**src/rtl/stack_alu_sequencer.sv**
```systemverilog
// stack_alu_sequencer: runs a buffered RPN program on an external stack ALU,
// enforcing stack-depth legality and returning the final popped value.
module stack_alu_sequencer #(
    parameter int N           = 32,
    parameter int PROG_DEPTH  = 16,
    parameter int STACK_DEPTH = 16
) (
    input  logic                          clk,
    input  logic                          rst,
    input  logic                          prog_clr,
    input  logic                          load_valid,
    output logic                          load_ready,
    input  logic [2:0]                    load_opcode,
    input  logic [N-1:0]                  load_data,
    input  logic                          start,
    output logic                          busy,
    output logic                          done,
    output logic [N-1:0]                  result,
    output logic                          result_valid,
    output logic                          ovf_flag,
    output logic                          err,
    output logic [2:0]                    err_code,
    output logic [$clog2(PROG_DEPTH)-1:0] err_pc,
    output logic                          alu_clr,
    output logic [2:0]                    alu_opcode,
    output logic [N-1:0]                  alu_input_data,
    input  logic [N-1:0]                  alu_output_data,
    input  logic                          alu_overflow
);
    localparam int AW = $clog2(PROG_DEPTH);
    localparam int CW = AW + 1;
    localparam int DW = $clog2(STACK_DEPTH + 1);
    localparam logic [CW-1:0] PD = CW'(PROG_DEPTH);
    localparam logic [DW-1:0] SD = DW'(STACK_DEPTH);

    typedef enum logic [2:0] {S_IDLE, S_CLEAR, S_EXEC, S_POP, S_CAPT, S_DONE, S_ERR} state_t;

    state_t          r_state, w_next;
    logic [2:0]      r_op   [PROG_DEPTH];
    logic [N-1:0]    r_data [PROG_DEPTH];
    logic [CW-1:0]   r_count;
    logic [AW-1:0]   r_pc;
    logic [DW-1:0]   r_depth;
    logic            r_arith_d;
    logic [N-1:0]    r_result;
    logic            r_rv, r_ovf, r_err;
    logic [2:0]      r_err_code;
    logic [AW-1:0]   r_err_pc;

    logic [2:0]      w_op;
    logic            w_push, w_arith, w_pop;
    logic            w_fault_ovf, w_fault_udf, w_fault;
    logic [DW-1:0]   w_depth_nx;
    logic            w_last, w_issue, w_load, w_start;
    logic [2:0]      w_err_code;
    logic [AW-1:0]   w_err_pc;

    always_comb begin
        w_op        = r_op[r_pc];
        w_push      = w_op == 3'b110;
        w_arith     = w_op[2:1] == 2'b10;
        w_pop       = w_op == 3'b111;
        w_fault_ovf = w_push && r_depth == SD;
        w_fault_udf = (w_arith && r_depth < DW'(2)) || (w_pop && r_depth == '0);
        w_fault     = w_fault_ovf || w_fault_udf;
        w_depth_nx  = w_push ? r_depth + DW'(1) : (w_arith || w_pop) ? r_depth - DW'(1) : r_depth;
        w_last      = {1'b0, r_pc} == r_count - CW'(1);
        w_issue     = r_state == S_EXEC && !w_fault;
        w_load      = load_valid && load_ready && !prog_clr;
        w_start     = r_state == S_IDLE && start && !prog_clr;
        w_err_code  = r_state == S_IDLE ? 3'd1 : w_fault_ovf ? 3'd3 : w_fault_udf ? 3'd2 : 3'd4;
        w_err_pc    = r_state == S_IDLE ? '0 : w_fault ? r_pc : r_count[AW-1:0];
    end

    always_comb begin
        w_next = r_state;
        case (r_state)
            S_IDLE:  w_next = w_start ? (r_count == '0 ? S_ERR : S_CLEAR) : S_IDLE;
            S_CLEAR: w_next = S_EXEC;
            S_EXEC:  w_next = w_fault ? S_ERR : !w_last ? S_EXEC : w_depth_nx == DW'(1) ? S_POP : S_ERR;
            S_POP:   w_next = S_CAPT;
            S_CAPT:  w_next = S_DONE;
            default: w_next = S_IDLE;
        endcase
    end

    always_ff @(posedge clk) begin
        if (rst) begin
            r_state    <= S_IDLE;
            r_count    <= '0;
            r_pc       <= '0;
            r_depth    <= '0;
            r_arith_d  <= 1'b0;
            r_result   <= '0;
            r_rv       <= 1'b0;
            r_ovf      <= 1'b0;
            r_err      <= 1'b0;
            r_err_code <= '0;
            r_err_pc   <= '0;
        end else begin
            r_state   <= w_next;
            r_arith_d <= w_issue && w_arith;
            if (r_arith_d)
                r_ovf <= r_ovf | alu_overflow;
            if (r_state == S_IDLE && prog_clr) begin
                r_count <= '0;
                r_rv    <= 1'b0;
                r_err   <= 1'b0;
            end else if (w_load) begin
                r_count <= r_count + CW'(1);
            end
            if (w_start) begin
                r_rv       <= 1'b0;
                r_err      <= 1'b0;
                r_err_code <= '0;
                r_err_pc   <= '0;
                r_ovf      <= 1'b0;
            end
            if (r_state == S_CLEAR) begin
                r_pc    <= '0;
                r_depth <= '0;
            end
            if (w_issue) begin
                r_pc    <= r_pc + AW'(1);
                r_depth <= w_depth_nx;
            end
            if (r_state == S_CAPT)
                r_result <= alu_output_data;
            if (w_next == S_DONE)
                r_rv <= 1'b1;
            if (w_next == S_ERR) begin
                r_err      <= 1'b1;
                r_err_code <= w_err_code;
                r_err_pc   <= w_err_pc;
            end
        end
    end

    // Program storage needs no reset; count alone defines what is valid.
    always_ff @(posedge clk) begin
        if (w_load) begin
            r_op[r_count[AW-1:0]]   <= load_opcode;
            r_data[r_count[AW-1:0]] <= load_data;
        end
    end

    assign load_ready     = r_state == S_IDLE && r_count < PD;
    assign busy           = r_state != S_IDLE;
    assign done           = r_state == S_DONE;
    assign alu_clr        = r_state == S_CLEAR;
    assign alu_opcode     = w_issue ? w_op : r_state == S_POP ? 3'b111 : 3'b000;
    assign alu_input_data = w_issue ? r_data[r_pc] : '0;
    assign result         = r_result;
    assign result_valid   = r_rv;
    assign ovf_flag       = r_ovf;
    assign err            = r_err;
    assign err_code       = r_err_code;
    assign err_pc         = r_err_pc;
endmodule

```
**config.mk**
```make
export PLATFORM = sky130hd
export DESIGN_NAME = stack_alu_sequencer
export DESIGN_NICKNAME = d
export VERILOG_FILES = /design/src/rtl/stack_alu_sequencer.sv
export SDC_FILE = /design/constraint.sdc
export NUM_CORES = 1
export LEC_CHECK = 0
export CORE_ASPECT_RATIO = 1.75
export CORE_UTILIZATION = 40
export DETAILED_ROUTE_END_ITERATION = 8
export GPL_ROUTABILITY_DRIVEN = 1
export PLACE_DENSITY = 0.64
export SLEW_MARGIN = 20
export SYNTH_ARGS = -nofsm -noshare
export SYNTH_HDL_FRONTEND = slang
export SYNTH_SLANG_ARGS = --single-unit
```
**constraint.sdc**
```tcl
create_clock -name clk -period 12.98 [get_ports clk]
set_clock_uncertainty 0.1 [all_clocks]
set_input_delay 2.596 -clock clk [delete_from_list [all_inputs] [get_ports clk]]
set_output_delay 2.596 -clock clk [all_outputs]
set_load 0.005 [all_outputs]
```
* Word level (Yosys, flattened, before mapping)
Memory sizes are Yosys's and may differ from the RTL's. A register that Yosys moved wholly into a read port is not among the register bits. Index checks and enable logic that the tools add are counted.
Operators by class: add/sub/neg operators 5, magnitude comparators 2, equality and inequality tests 13, mux-type cells 34, bitwise logic cells 1, reductions and logical operators 26
Operators with widths (count):
- 4-bit two-way mux | 10
- 3-bit two-way mux | 12
- 32-bit two-way mux | 1
- 5-bit two-way mux | 4
- 3-bit equality test, second input constant | 6
- 3-bit case mux with 5 select lines | 1
- 1-bit logical AND | 11
- 5-bit by 1-bit adder with 5-bit output, second input constant | 2
- 5-bit zero test | 2
- 5-bit by 1-bit subtractor with 5-bit output, second input constant | 2
- 3-bit nonzero test | 3
- 3-bit by 2-bit equality test with 1-bit output, second input constant | 2
- 1-bit two-way mux | 6
- 4-bit by 5-bit equality test with 1-bit output | 1
- 5-bit by 1-bit equality test with 1-bit output, second input constant | 1
- 5-bit equality test, second input constant | 1
- 5-bit by 2-bit < comparator with 1-bit output, second input constant | 1
- 5-bit < comparator, second input constant | 1
- 4-bit by 1-bit adder with 4-bit output, second input constant | 1
- 2-bit nonzero test | 2
- 2-bit OR reduction | 2
- 3-bit by 1-bit equality test with 1-bit output, second input constant | 1
- 3-bit zero test | 1
- 1-bit logical OR | 3
- 3 further kinds | 4
Word-level totals: register bits 60, memory bits (writable) 560, input port bits 73, output and inout bits 81, logic and storage cells 94, memories kept 2
Memories:
- r_data | words 16, width 32, rd ports 1, clocked after memory_dff 1, write ports 1, RTL line 40 | logic [N-1:0] r_data [PROG_DEPTH];
- r_op | words 16, width 3, rd ports 1, clocked after memory_dff 1, write ports 1, RTL line 39 | logic [2:0] r_op [PROG_DEPTH];

* Depth between registers and ports, before layout
word-level depth 11, mapped depth 11, gate-level depth less buffers 10

* Least setup slack after synthesis
Ideal clock, no wire load.
path type input -> register, start input port prog_clr, end memory r_data[3][0] (enable), library setup time 0.470 ns, data arrival time 6.129 ns, required time 12.410 ns, slack 6.281 ns, stages on the path 3, path buffers 0, cell sequence nor4b_1 -> nand2_1 -> nor3_1
On the way: longest elaborated chain between the ends 4
RTL lines:
- start, declared | RTL line 10 | input logic prog_clr,
- 1-bit zero test | RTL line 69 | w_load = load_valid && load_ready && !prog_clr;
- 1-bit logical AND | RTL line 69
- 1-bit two-way mux | RTL line 141 | if (w_load) begin
- 1-bit two-way mux (not written as such) | RTL line 143 | r_data[r_count[AW-1:0]] <= load_data;
- end, declared | RTL line 40
Every way passes these cells.

==> results.tsv <==
stage	metric	value	unit
floorplan	io_pins	154	
drt	drt_iter0_drc	1047	
drt	vias	12200	
sta	maxSlewViolCount	0	
drt	drt-total-wl	55200	um
power	switchingPower	0.00102	W
logic_synthesis	synth_nets	1315	
finish	layout_commonest_cell	edfxtp_1	
placement	dp.cells	2129	
clocking	cts_tree	built	
logic_synthesis	syn_area	24300	um2
critical_path	startpoint_type	flop	
floorplan	rows	119	
logic_synthesis	synth_edf_count	560	
global_route	grt_max_degree	60	
global_route	overflow	0	
clocking	root_buffer	clkbuf_16	
logic_synthesis	synth_cells	1234	
critical_path	worstPathArrival	4.98	ns
sta	finalHoldViolCount	0	
power	switching_share	23.5	%
clocking	insertion_delay	0.60	ns
power	power.share.clock	35.2	%
critical_path	cp-end-kind	output port	
clocking	hold_buffers	0	
logic_synthesis	ys_seq_elements	624	
finish	instances_no_fill	2225	
sta	timing.slew.headroom	33.6	%
critical_path	cp_max_fo	51	
logic_synthesis	ys_seq_area_share	74.3	%
finish	area.growth.synth_to_final	17.3	%
drt	wire_per_inst	24.8	um
clocking	post_cts_buffers	0	
global_route	antenna_found_initial	2	
sta	min_period	7.67	ns
finish	fin_nets	1479	
power	comb_power_share	12.8	%
sta	fin_ws	5.31	ns
placement	port_buffers	153	
logic_synthesis	synth-main-ff-cell	edfxtp_1	
global_route	grt_use_total	18.0	%
power	p_leak	8.75	nW
critical_path	critPathKind	flop to output port	
clocking	clk_path_buf_depth	3	
placement	dp_worst_setup_slack	5.54	ns
critical_path	path_buf_inv	3	
sta	max_freq	0.130	GHz
power	internal_power	0.00333	W
drt	drc	0	
critical_path	required	10.28	ns
floorplan	die_area	61900	um2
finish	drive_gt1_share	21.6	%
power	p_per_area	152	nW/um2
status	outcome	complete, no violations	
logic_synthesis	synth.distinct_cells	55	
critical_path	critPathMostFrequentCell	a21oi_1	
sta	finalSetupViolations	0	
sta	min_period_over_period	59.1	%
logic_synthesis	synth-async-reset-ratio	0	%
sta	fin_setup_tns	0	ns
drt	firstDrtPassIters	6	
power	sequentialPowerShare	52.0	%
power	peakVddDrop	0.115	mV
clocking	cts_sinks	624	
critical_path	crit_chain	buf_6, mux2_2, mux2i_1, a21oi_1, o21ai_4, buf_4, o211ai_1, a21oi_1, clkdlybuf4s50_1	
finish	final_cell_mix	edfxtp_1 (560), mux4_2 (173), clkdlybuf4s50_1 (152)	
floorplan	die_h	328	um
drt	vias_per_cell	5.49	
global_route	grt_pass1_vias	12900	
flow_run	cap_violations	0	
critical_path	max_stage_delay	0.92	ns
finish	fill_cells	4960	
floorplan	start_util	40.5	%
sta	rsz0062_at_grt	no	
floorplan	core_area	60200	um2
sta	worst_pin_slew	0.983	ns
critical_path	slowest_stage	dfxtp_4	
critical_path	critPathTopFamily	buffers and inverters	
clocking	cts_buffers	53	
placement	dp_hpwl	29600	um
hold_path	hold_path.class	flop to flop	
drt	ant_nets	0	
logic_synthesis	syn-mean-instance-area	19.7	um2
clocking	cts_resized	0	
floorplan	die_w	189	um
global_route	grt_pass1_wl	82200	um
clocking	ctsHtreeMaxLevel	2	
clocking	path_clk_slew	0.06	ns
placement	routabilityCongestion	0.750	
logic_synthesis	yosysWarnings	0	
==> worst paths after layout <==
path | cells after the start | slack (ns) | from | end
setup reg to reg | 9 | 8.52 | flop | flop
hold / removal | 2 | 0.35 | result[3] | result[3]
hold reg to reg | 2 | 0.35 | result[3] | result[3]
setup / recovery | 9 | 5.31 | flop | alu_opcode[0]
==> worst register-to-register path: stages, from the launching register on <==
cell and delay (ns):
dfxtp_4 0.92, buf_6 0.67, mux2_2 0.45, mux2i_1 0.48
and2_1 0.30, o21ai_4 0.06, buf_4 0.32, a21oi_1 0.62
nor2_1 0.12, a211oi_1 0.31
==> power groups by stage <==
stage	clock network [W]	logic, W	registers (W)
floorplan	0	0.000364	0.00228
global placement	0	0.000556	0.00230
detailed placement	0	0.000565	0.00231
CTS	0.00157	0.000568	0.00226
global route	0.00163	0.000603	0.00227
finish	0.00153	0.000557	0.00226
==> routing by layer <==
metal	GRT usage (%)	vias to the layer above	share of wire [%]
met3	2.45	63	5.5
li1	-	5329	-
met1	22.2	6419	39
met2	33.0	412	53
met4	4.80	0	1.9
met5	0	-	0
==> flip-flops by register name, indices dropped and copies added, names as in the netlist, named ones only <==
register	cells
r_depth	5
r_data	512
err_pc	4
r_pc	4
result_valid	1
ovf_flag	1
r_op	48
r_count	5
r_arith_d	1
err	1
r_state	3
result	32
err_code	3
==> kinds of logic after synthesis <==
logic type | synth area share, %
AO/OA/AOI/OAI | 2.30
XOR/XNOR | 0.324
adder cells (fa/ha/maj) | 0.411
buffers and inverters | 1.33
flip-flops | 74.3
multiplexers | 17.0
AND/OR/NAND/NOR | 4.36
==> cell type report <==
class                   count  area, um2  share of cell area, %
flip-flops and latches    624      18100                   63.4
multi-input cells         531       6070                   21.2
repair buffers            181       1740                   6.09
clock buffers              68       1400                   4.91
well taps                 786        983                   3.44
clock inverters            27        241                  0.845
inverters                   7       26.3                 0.0920
diodes                      1       2.50                0.00876
==> per-stage QoR <==
step,util [%],area (um2),power (W),hold slack (ns)
detailed placement,44.8,26900,0.00287,0.347
global route,47.5,28600,0.00450,0.375
finish,47.5,28600,0.00435,0.353
global placement,44.8,26900,0.00286,0.341
CTS,47.5,28600,0.00440,0.356
floorplan,-,24300,0.00264,0.353
==> cell usage after synthesis, types with 8 or more instances <==
| library cell | count | area [um2] |
|---|---|---|
| ha_1 | 8 | 100 |
| mux4_2 | 173 | 3900 |
| edfxtp_1 | 560 | 16800 |
| a21oi_1 | 58 | 290 |
| dfxtp_1 | 64 | 1280 |
| nor2_1 | 45 | 169 |
| clkbuf_1 | 50 | 188 |
| o21ai_0 | 14 | 70.1 |
| buf_1 | 16 | 60.1 |
| and3_1 | 35 | 219 |
| mux2i_1 | 10 | 100 |
| nand2_1 | 93 | 349 |
| nor3_1 | 18 | 90.1 |
Power figures use the tool's default switching activity.
